===== config.mk =====
export PLATFORM = sky130hd
export DESIGN_NAME = mesm6_membus
export DESIGN_NICKNAME = d
export VERILOG_FILES = /design/src/rtl/mesm6_membus.sv
export SDC_FILE = /design/constraint.sdc
export NUM_CORES = 1
export LEC_CHECK = 0
export BUFFER_PORTS_ARGS = -buffer_cell sky130_fd_sc_hd__buf_2
export CAP_MARGIN = 15
export CELL_PAD_IN_SITES_DETAIL_PLACEMENT = 0
export CELL_PAD_IN_SITES_GLOBAL_PLACEMENT = 1
export CORE_AREA = 4 4 173 175
export CTS_CLUSTER_DIAMETER = 150
export DETAILED_ROUTE_END_ITERATION = 16
export DIE_AREA = 0 0 177 179
export PLACE_DENSITY_LB_ADDON = 0.05
export SYNTH_ARGS = -nofsm -noshare
export SYNTH_HDL_FRONTEND = slang
export SYNTH_SLANG_ARGS = --single-unit

===== constraint.sdc =====
create_clock -name clk -period 2.5 [get_ports clk]
set_input_delay 0.25 -clock clk [delete_from_list [all_inputs] [get_ports clk]]
set_output_delay 0.25 -clock clk [all_outputs]
set_load 0.05 [all_outputs]

===== src/rtl/mesm6_membus.sv =====
// mesm6_membus: arbitrates the MESM-6 ibus/dbus onto one single-port 48-bit memory; word 0 reads as zero.
// Optional one-entry instruction word buffer enabled by defining MESM6_IBUF_EN.
module mesm6_membus #(
  parameter int AW = 15,
  parameter int DW = 48
) (
  input  logic          clk,
  input  logic          reset,
  input  logic          ibus_fetch,
  input  logic [AW-1:0] ibus_addr,
  output logic [DW-1:0] ibus_input,
  output logic          ibus_done,
  input  logic          dbus_read,
  input  logic          dbus_write,
  input  logic [AW-1:0] dbus_addr,
  input  logic [DW-1:0] dbus_output,
  output logic [DW-1:0] dbus_input,
  output logic          dbus_done,
  output logic          mem_req,
  output logic          mem_we,
  output logic [AW-1:0] mem_addr,
  output logic [DW-1:0] mem_wdata,
  input  logic [DW-1:0] mem_rdata,
  input  logic          mem_ack
);
  typedef enum logic [1:0] {IDLE, ACCESS, RESP} state_t;
  state_t state_q, state_d;
  logic port_q, port_d;
  logic mem_req_q, mem_req_d, mem_we_q, mem_we_d;
  logic [AW-1:0] mem_addr_q, mem_addr_d;
  logic [DW-1:0] mem_wdata_q, mem_wdata_d, ibus_input_q, ibus_input_d, dbus_input_q, dbus_input_d;
  logic ibus_done_q, ibus_done_d, dbus_done_q, dbus_done_d;
  logic dsel, hit, fin;
  logic [AW-1:0] addr;
  logic [DW-1:0] rsp, buf_data;
  assign dsel = dbus_read | dbus_write;
  assign addr = dsel ? dbus_addr : ibus_addr;
`ifdef MESM6_IBUF_EN
  logic [AW-1:0] tag_q, tag_d;
  logic bvalid_q, bvalid_d;
  logic [DW-1:0] bdata_q, bdata_d;
  assign hit = !dsel && ibus_fetch && bvalid_q && tag_q == ibus_addr;
  assign buf_data = bdata_q;
  always_ff @(posedge clk)
    if (reset) begin
      tag_q <= '0;
      bvalid_q <= 1'b0;
      bdata_q <= '0;
    end else begin
      tag_q <= tag_d;
      bvalid_q <= bvalid_d;
      bdata_q <= bdata_d;
    end
`else
  assign hit = 1'b0;
  assign buf_data = '0;
`endif
  always_comb begin
    state_d = state_q;
    port_d = port_q;
    mem_req_d = mem_req_q;
    mem_we_d = mem_we_q;
    mem_addr_d = mem_addr_q;
    mem_wdata_d = mem_wdata_q;
    ibus_input_d = ibus_input_q;
    dbus_input_d = dbus_input_q;
    ibus_done_d = 1'b0;
    dbus_done_d = 1'b0;
    rsp = '0;
    fin = 1'b0;
`ifdef MESM6_IBUF_EN
    tag_d = tag_q;
    bvalid_d = bvalid_q;
    bdata_d = bdata_q;
`endif
    case (state_q)
      IDLE: if (dsel || ibus_fetch) begin
        port_d = dsel;
        mem_we_d = dbus_write;
        mem_addr_d = addr;
        mem_wdata_d = dbus_output;
        // word 0 and buffer hits complete without a memory cycle
        fin = addr == '0 || hit;
        rsp = dsel && dbus_write ? dbus_output : hit ? buf_data : '0;
        mem_req_d = !fin;
        state_d = fin ? RESP : ACCESS;
      end
      ACCESS: if (mem_ack) begin
        fin = 1'b1;
        rsp = mem_we_q ? mem_wdata_q : mem_rdata;
        mem_req_d = 1'b0;
        state_d = RESP;
`ifdef MESM6_IBUF_EN
        if (!port_q) begin
          tag_d = mem_addr_q;
          bvalid_d = 1'b1;
          bdata_d = mem_rdata;
        end
`endif
      end
      default: begin
        state_d = IDLE;
`ifdef MESM6_IBUF_EN
        if (port_q && mem_we_q && mem_addr_q == tag_q) bvalid_d = 1'b0;
`endif
      end
    endcase
    if (fin) begin
      ibus_done_d = !port_d;
      dbus_done_d = port_d;
      ibus_input_d = port_d ? ibus_input_q : rsp;
      dbus_input_d = port_d ? rsp : dbus_input_q;
    end
  end
  always_ff @(posedge clk)
    if (reset) begin
      state_q <= IDLE;
      port_q <= 1'b0;
      mem_req_q <= 1'b0;
      mem_we_q <= 1'b0;
      mem_addr_q <= '0;
      mem_wdata_q <= '0;
      ibus_input_q <= '0;
      dbus_input_q <= '0;
      ibus_done_q <= 1'b0;
      dbus_done_q <= 1'b0;
    end else begin
      state_q <= state_d;
      port_q <= port_d;
      mem_req_q <= mem_req_d;
      mem_we_q <= mem_we_d;
      mem_addr_q <= mem_addr_d;
      mem_wdata_q <= mem_wdata_d;
      ibus_input_q <= ibus_input_d;
      dbus_input_q <= dbus_input_d;
      ibus_done_q <= ibus_done_d;
      dbus_done_q <= dbus_done_d;
    end
  assign mem_req = mem_req_q;
  assign mem_we = mem_we_q;
  assign mem_addr = mem_addr_q;
  assign mem_wdata = mem_wdata_q;
  assign ibus_input = ibus_input_q;
  assign dbus_input = dbus_input_q;
  assign ibus_done = ibus_done_q;
  assign dbus_done = dbus_done_q;
endmodule


-- Word level (Yosys, flattened, before mapping)
Index checks and enable logic that the tools add are counted.
- flip-flop bits (word level): 166
- input bits: 132
- output and inout bits: 163
- logic and storage cells: 47
- eq/ne operators: 3
- muxes and demuxes: 18
- bitwise gates (word level): 3
- reductions and logical operators: 13
- operators with widths (cell ; number):
    48-bit 2-to-1 mux ; 4
    48-bit case mux with 2 select lines ; 1
    15-bit logical NOT ; 1
    15-bit 2-to-1 mux ; 1
    2-bit AND reduction ; 4
    1-bit 2-to-1 mux ; 6
    2-bit 2-to-1 mux ; 3
    2-bit != test (second input constant) ; 2
    1-bit case mux with 2 select lines ; 2
    2-bit case mux with 2 select lines ; 1
    3-bit AND reduction ; 1
    2-bit by 1-bit == test with 1-bit output (second input constant) ; 1
    1-bit logical NOT ; 2
    2-bit logical NOT ; 1
    1-bit inverter ; 2
    2-bit nonzero test ; 1
    2-bit OR reduction ; 1
    1-bit logical AND ; 1
    1-bit logical OR ; 1
    1-bit OR ; 1

-- Depth between registers and ports, before layout
- depth after elaboration: 7
- gate-level depth with buffers: 9
- depth with buffers taken out: 5

-- Least setup slack after synthesis
OpenSTA, ideal clock, no wires.
- path kind: reg-to-reg
- start point: register mem_we_q, in the netlist mem_we
- end point: register dbus_input_q[37], in the netlist dbus_input[37]
- setup time: 0.125 ns
- arrival: 2.008 ns
- data required time: 2.375 ns
- setup slack: 0.367 ns
- stages on the path, launching flop included: 8
- buffers on the path: 2
- clock period less this slack: 2.133 ns
- cell sequence: dfxtp_1 -> buf_2 -> buf_2 -> mux2_2 -> a22oi_1 -> nor2_1 -> a32oi_1 -> nand3_1
- longest elaborated chain between the ends: 3
- RTL lines (item ; line ; text):
    start, declared ; 29 ; logic mem_req_q, mem_req_d, mem_we_q, mem_we_d;
    start signal, assigned ; 131 ; mem_we_q <= mem_we_d;
    48-bit 2-to-1 mux ; 90 ; rsp = mem_we_q ? mem_wdata_q : mem_rdata;
    48-bit 2-to-1 mux ; 88 ; ACCESS: if (mem_ack) begin
    48-bit case mux with 2 select lines ; 76 ; case (state_q)
    end signal, assigned ; 135 ; dbus_input_q <= dbus_input_d;
    end, declared ; 31 ; logic [DW-1:0] mem_wdata_q, mem_wdata_d, ibus_input_q, ibus_input_d, dbus_input_q, dbus_input_d;
Every way passes these cells.
A chain may end at the register's enable or synchronous reset.

-- Final worst setup path
- start point: register state_q[0]
- end point: register ibus_input_q[43], in the netlist ibus_input[43]
- longest elaborated chain between the ends: 4
- elaborated cells between the ends (all ways): 7
- those cells by class: 1 x eq/ne; 3 x mux; 1 x bitwise; 2 x reduce/logical
- RTL lines (item ; line ; text):
    start, declared ; 27 ; state_t state_q, state_d;
    start signal, assigned ; 128 ; state_q <= state_d;
    parallel branches: the longest is 4 deep, another holds 2-bit by 1-bit == test with 1-bit output ; -- ;
    end signal, assigned ; 134 ; ibus_input_q <= ibus_input_d;
    end, declared ; 31 ;
Parallel ways; which one is timed is not known.

==> flow_summary.ini <==
[status]
status = completed

[synth]
syn_area_per_cell_um2 = 8.293
syn_area_um2 = 8368
synth_seq_area_share_pct = 39.71
synth-edff-count = 0
ys_ff_latch = 166
syn_inst = 1009
synthArstFlopShare_pct = 0
ys.flop_type = dfxtp_1
ys_warn_count = 0
synth_cell_types = 42
synth.net_count = 1141

[route]
drt_pass1_iterations = 5
drtAntennaViolNets = 0
wl_mm = 33.30
vias = 8762
routedWlPerCell_um = 20.32
remaining_drc_errors = 0
viasPerCell = 5.346
dr.first_iter.drc_count = 546

[pwr]
intPower_mw = 5.055
p_sw_share_pct = 41.28
peakVddDrop_mv = 0.3514
leakage_nw = 4.632
clock_power_share_pct = 30.4
powerDensity_nw_per_um2 = 796.3
p_comb_share_pct = 32.7
p_sw_mw = 3.553
pwr-share-seq_pct = 36.9

[flow_run]
maxCapViolations = 0

[cts]
clock_latency_ns = 0.44
clkSlewWorstSetupHoldPaths_ns = 0.08
hold_buffers = 0
cts_resized = 0
cts_tree = yes
clock-sinks = 166
cts_buffers = 17
cts_max_path_buffers = 2
cts-root-buf = clkbuf_16
cts_setup_buffers = 0
cts_max_level = 4

[floorplan]
initial_core_util_pct = 29.39
die_w_um = 177
dieArea_um2 = 31680
core_region_area_um2 = 28470
ios = 295
row_count = 62
die_h_um = 179

[timing]
clock_skew_ns = 0.01690
slew_violations = 0
rsz0062_at_grt = no
hold_violations = 0
finalCriticalPeriod_ns = 2.114
fin_tns_setup_ns = 0
timing.fmax_ghz = 0.4731
period_share_pct = 84.55
setup_ws_ns = 0.3863
setup_viol = 0
slew_headroom_pct = 28.40
worst_slew_pin_slew_ns = 1.072

[finish]
nNetsFinal = 1373
syn2layout_area_growth_pct = 29.19
fin_util_pct = 37.97
layout_common_cells = 294 x buf_2, 175 x nand2_1, 165 x dfxtp_1
final_common_cell = buf_2
drive_above_1_share_pct = 34.05
fin_cells = 1639

[global_routing]
grt_max_degree = 88
grt_pass1_vias = 8356
grtUsageTotal_pct = 20.09
overflow = 0
antenna_found_initial = 1
grt_pass1_wl_mm = 50.45

[worst_hold_path]
hp-class = in -> reg
hp-start = dbus_output[37]

[placement]
gp_congestion = 0.7222
hpwl_mm = 22.18
place_ws_ns = 0.2273
placedCellCount = 1606
place.port_buffers = 294

[worst_setup_path]
critPathRequiredTime_ns = 2.85
worstPathMaxFanout = 38
cp-start-kind = register
worstReg2RegStart = state_q[0]
worst-setup-path-type = reg -> reg
startpoint = state_q[0]
cp.arrival_ns = 2.47
cp-end-kind = register
## synth_stat cells, drive strengths merged (3+ instances only)
| cell type | instances | area [um2] |
|---|---|---|
| a2bb2oi | 48 | 420.4 |
| o2111ai | 48 | 420.4 |
| buf | 48 | 277.8 |
| a311oi | 15 | 131.4 |
| nand4 | 48 | 300.3 |
| dfxtp | 166 | 3323 |
| a22oi | 49 | 381.6 |
| mux2 | 48 | 540.5 |
| nor2 | 69 | 261.5 |
| nor4 | 6 | 50.04 |
| nand2 | 176 | 660.6 |
| or3 | 3 | 18.77 |
| a32oi | 48 | 420.4 |
| nand3 | 49 | 245.2 |
| a21oi | 51 | 255.2 |
| clkbuf | 68 | 255.2 |
| o21ai | 50 | 254.0 |
## cell type report
| class | count | area, um2 |
|---|---|---|
| Fill cell | 3066 | 17660 |
| Multi-Input combinational cell | 725 | 4571 |
| Sequential cell | 166 | 3324 |
| Timing Repair Buffer | 329 | 1859 |
| Tap cell | 384 | 480.5 |
| Clock buffer | 20 | 446.7 |
| Clock inverter | 12 | 113.9 |
| Inverter | 2 | 12.51 |
| Antenna cell | 1 | 2.502 |
## flip-flops by register name, indices dropped and copies added, names as in the netlist, 2 cells and up
signal	flops
dbus_input	48
ibus_input	48
mem_addr	15
mem_wdata	48
state_q	2
## metal layers
| layer | GRT usage [%] | share of wire, % | vias to the layer above |
|---|---|---|---|
| met5 | 0 | 0 | - |
| met4 | 4.417 | 1.0 | 0 |
| met3 | 4.597 | 5.9 | 20 |
| met2 | 31.23 | 46 | 246 |
| met1 | 28.52 | 47 | 4198 |
| li1 | - | - | 4298 |
## cells by family (layout without fill, tap and decap cells)
| kind of cell | count (synthesis) | after routing | synth area share, % |
|---|---|---|---|
| AOI/OAI and AO/OA | 315 | 315 | 28.08 |
| buffers and inverters | 118 | 363 | 6.459 |
| DFF | 166 | 166 | 39.71 |
| other | 0 | 1 | 0 |
| muxes | 48 | 48 | 6.459 |
| and+or+nand+nor | 362 | 362 | 19.29 |
## metrics by stage
stage / area [um2] / power (mW) / hold WS [ns]
6_report: 10810 / 8.608 / 0.05822
3_5_place_dp: 10250 / 6.073 / 0.4565
4_1_cts: 10810 / 8.705 / 0.03952
2_1_floorplan: 8368 / 5.202 / 0.3860
3_3_place_gp: 10250 / 6.066 / 0.4480
5_1_grt: 10810 / 9.016 / 0.05344
## critical path, stage by stage, from the launching register on
cell and delay [ns]:
dfxtp_1 0.36, nor2_1 0.22, a22oi_4 0.13, nor2_4 0.82, buf_4 0.35, a2bb2oi_1 0.09
o21ai_0 0.07
## worst paths after layout
| kind | endpoint | slack [ns] | cells after the start |
|---|---|---|---|
| hold reg to reg | mem_wdata[33] | 0.46 | 2 |
| hold / removal | mem_wdata[37] | 0.06 | 3 |
| setup / recovery | ibus_input[43] | 0.39 | 6 |
| setup reg to reg | ibus_input[43] | 0.39 | 6 |
## power by group through the flow
stage          clock, mW  sequential (mW)  combinational, mW
2_1_floorplan          0             4.22              0.978
3_3_place_gp           0             3.23               2.83
3_5_place_dp           0             3.23               2.84
4_1_cts             2.68             3.18               2.85
5_1_grt             2.78             3.22               3.02
6_report            2.61             3.17               2.82
No activity file was read; power rests on OpenSTA's default activity.
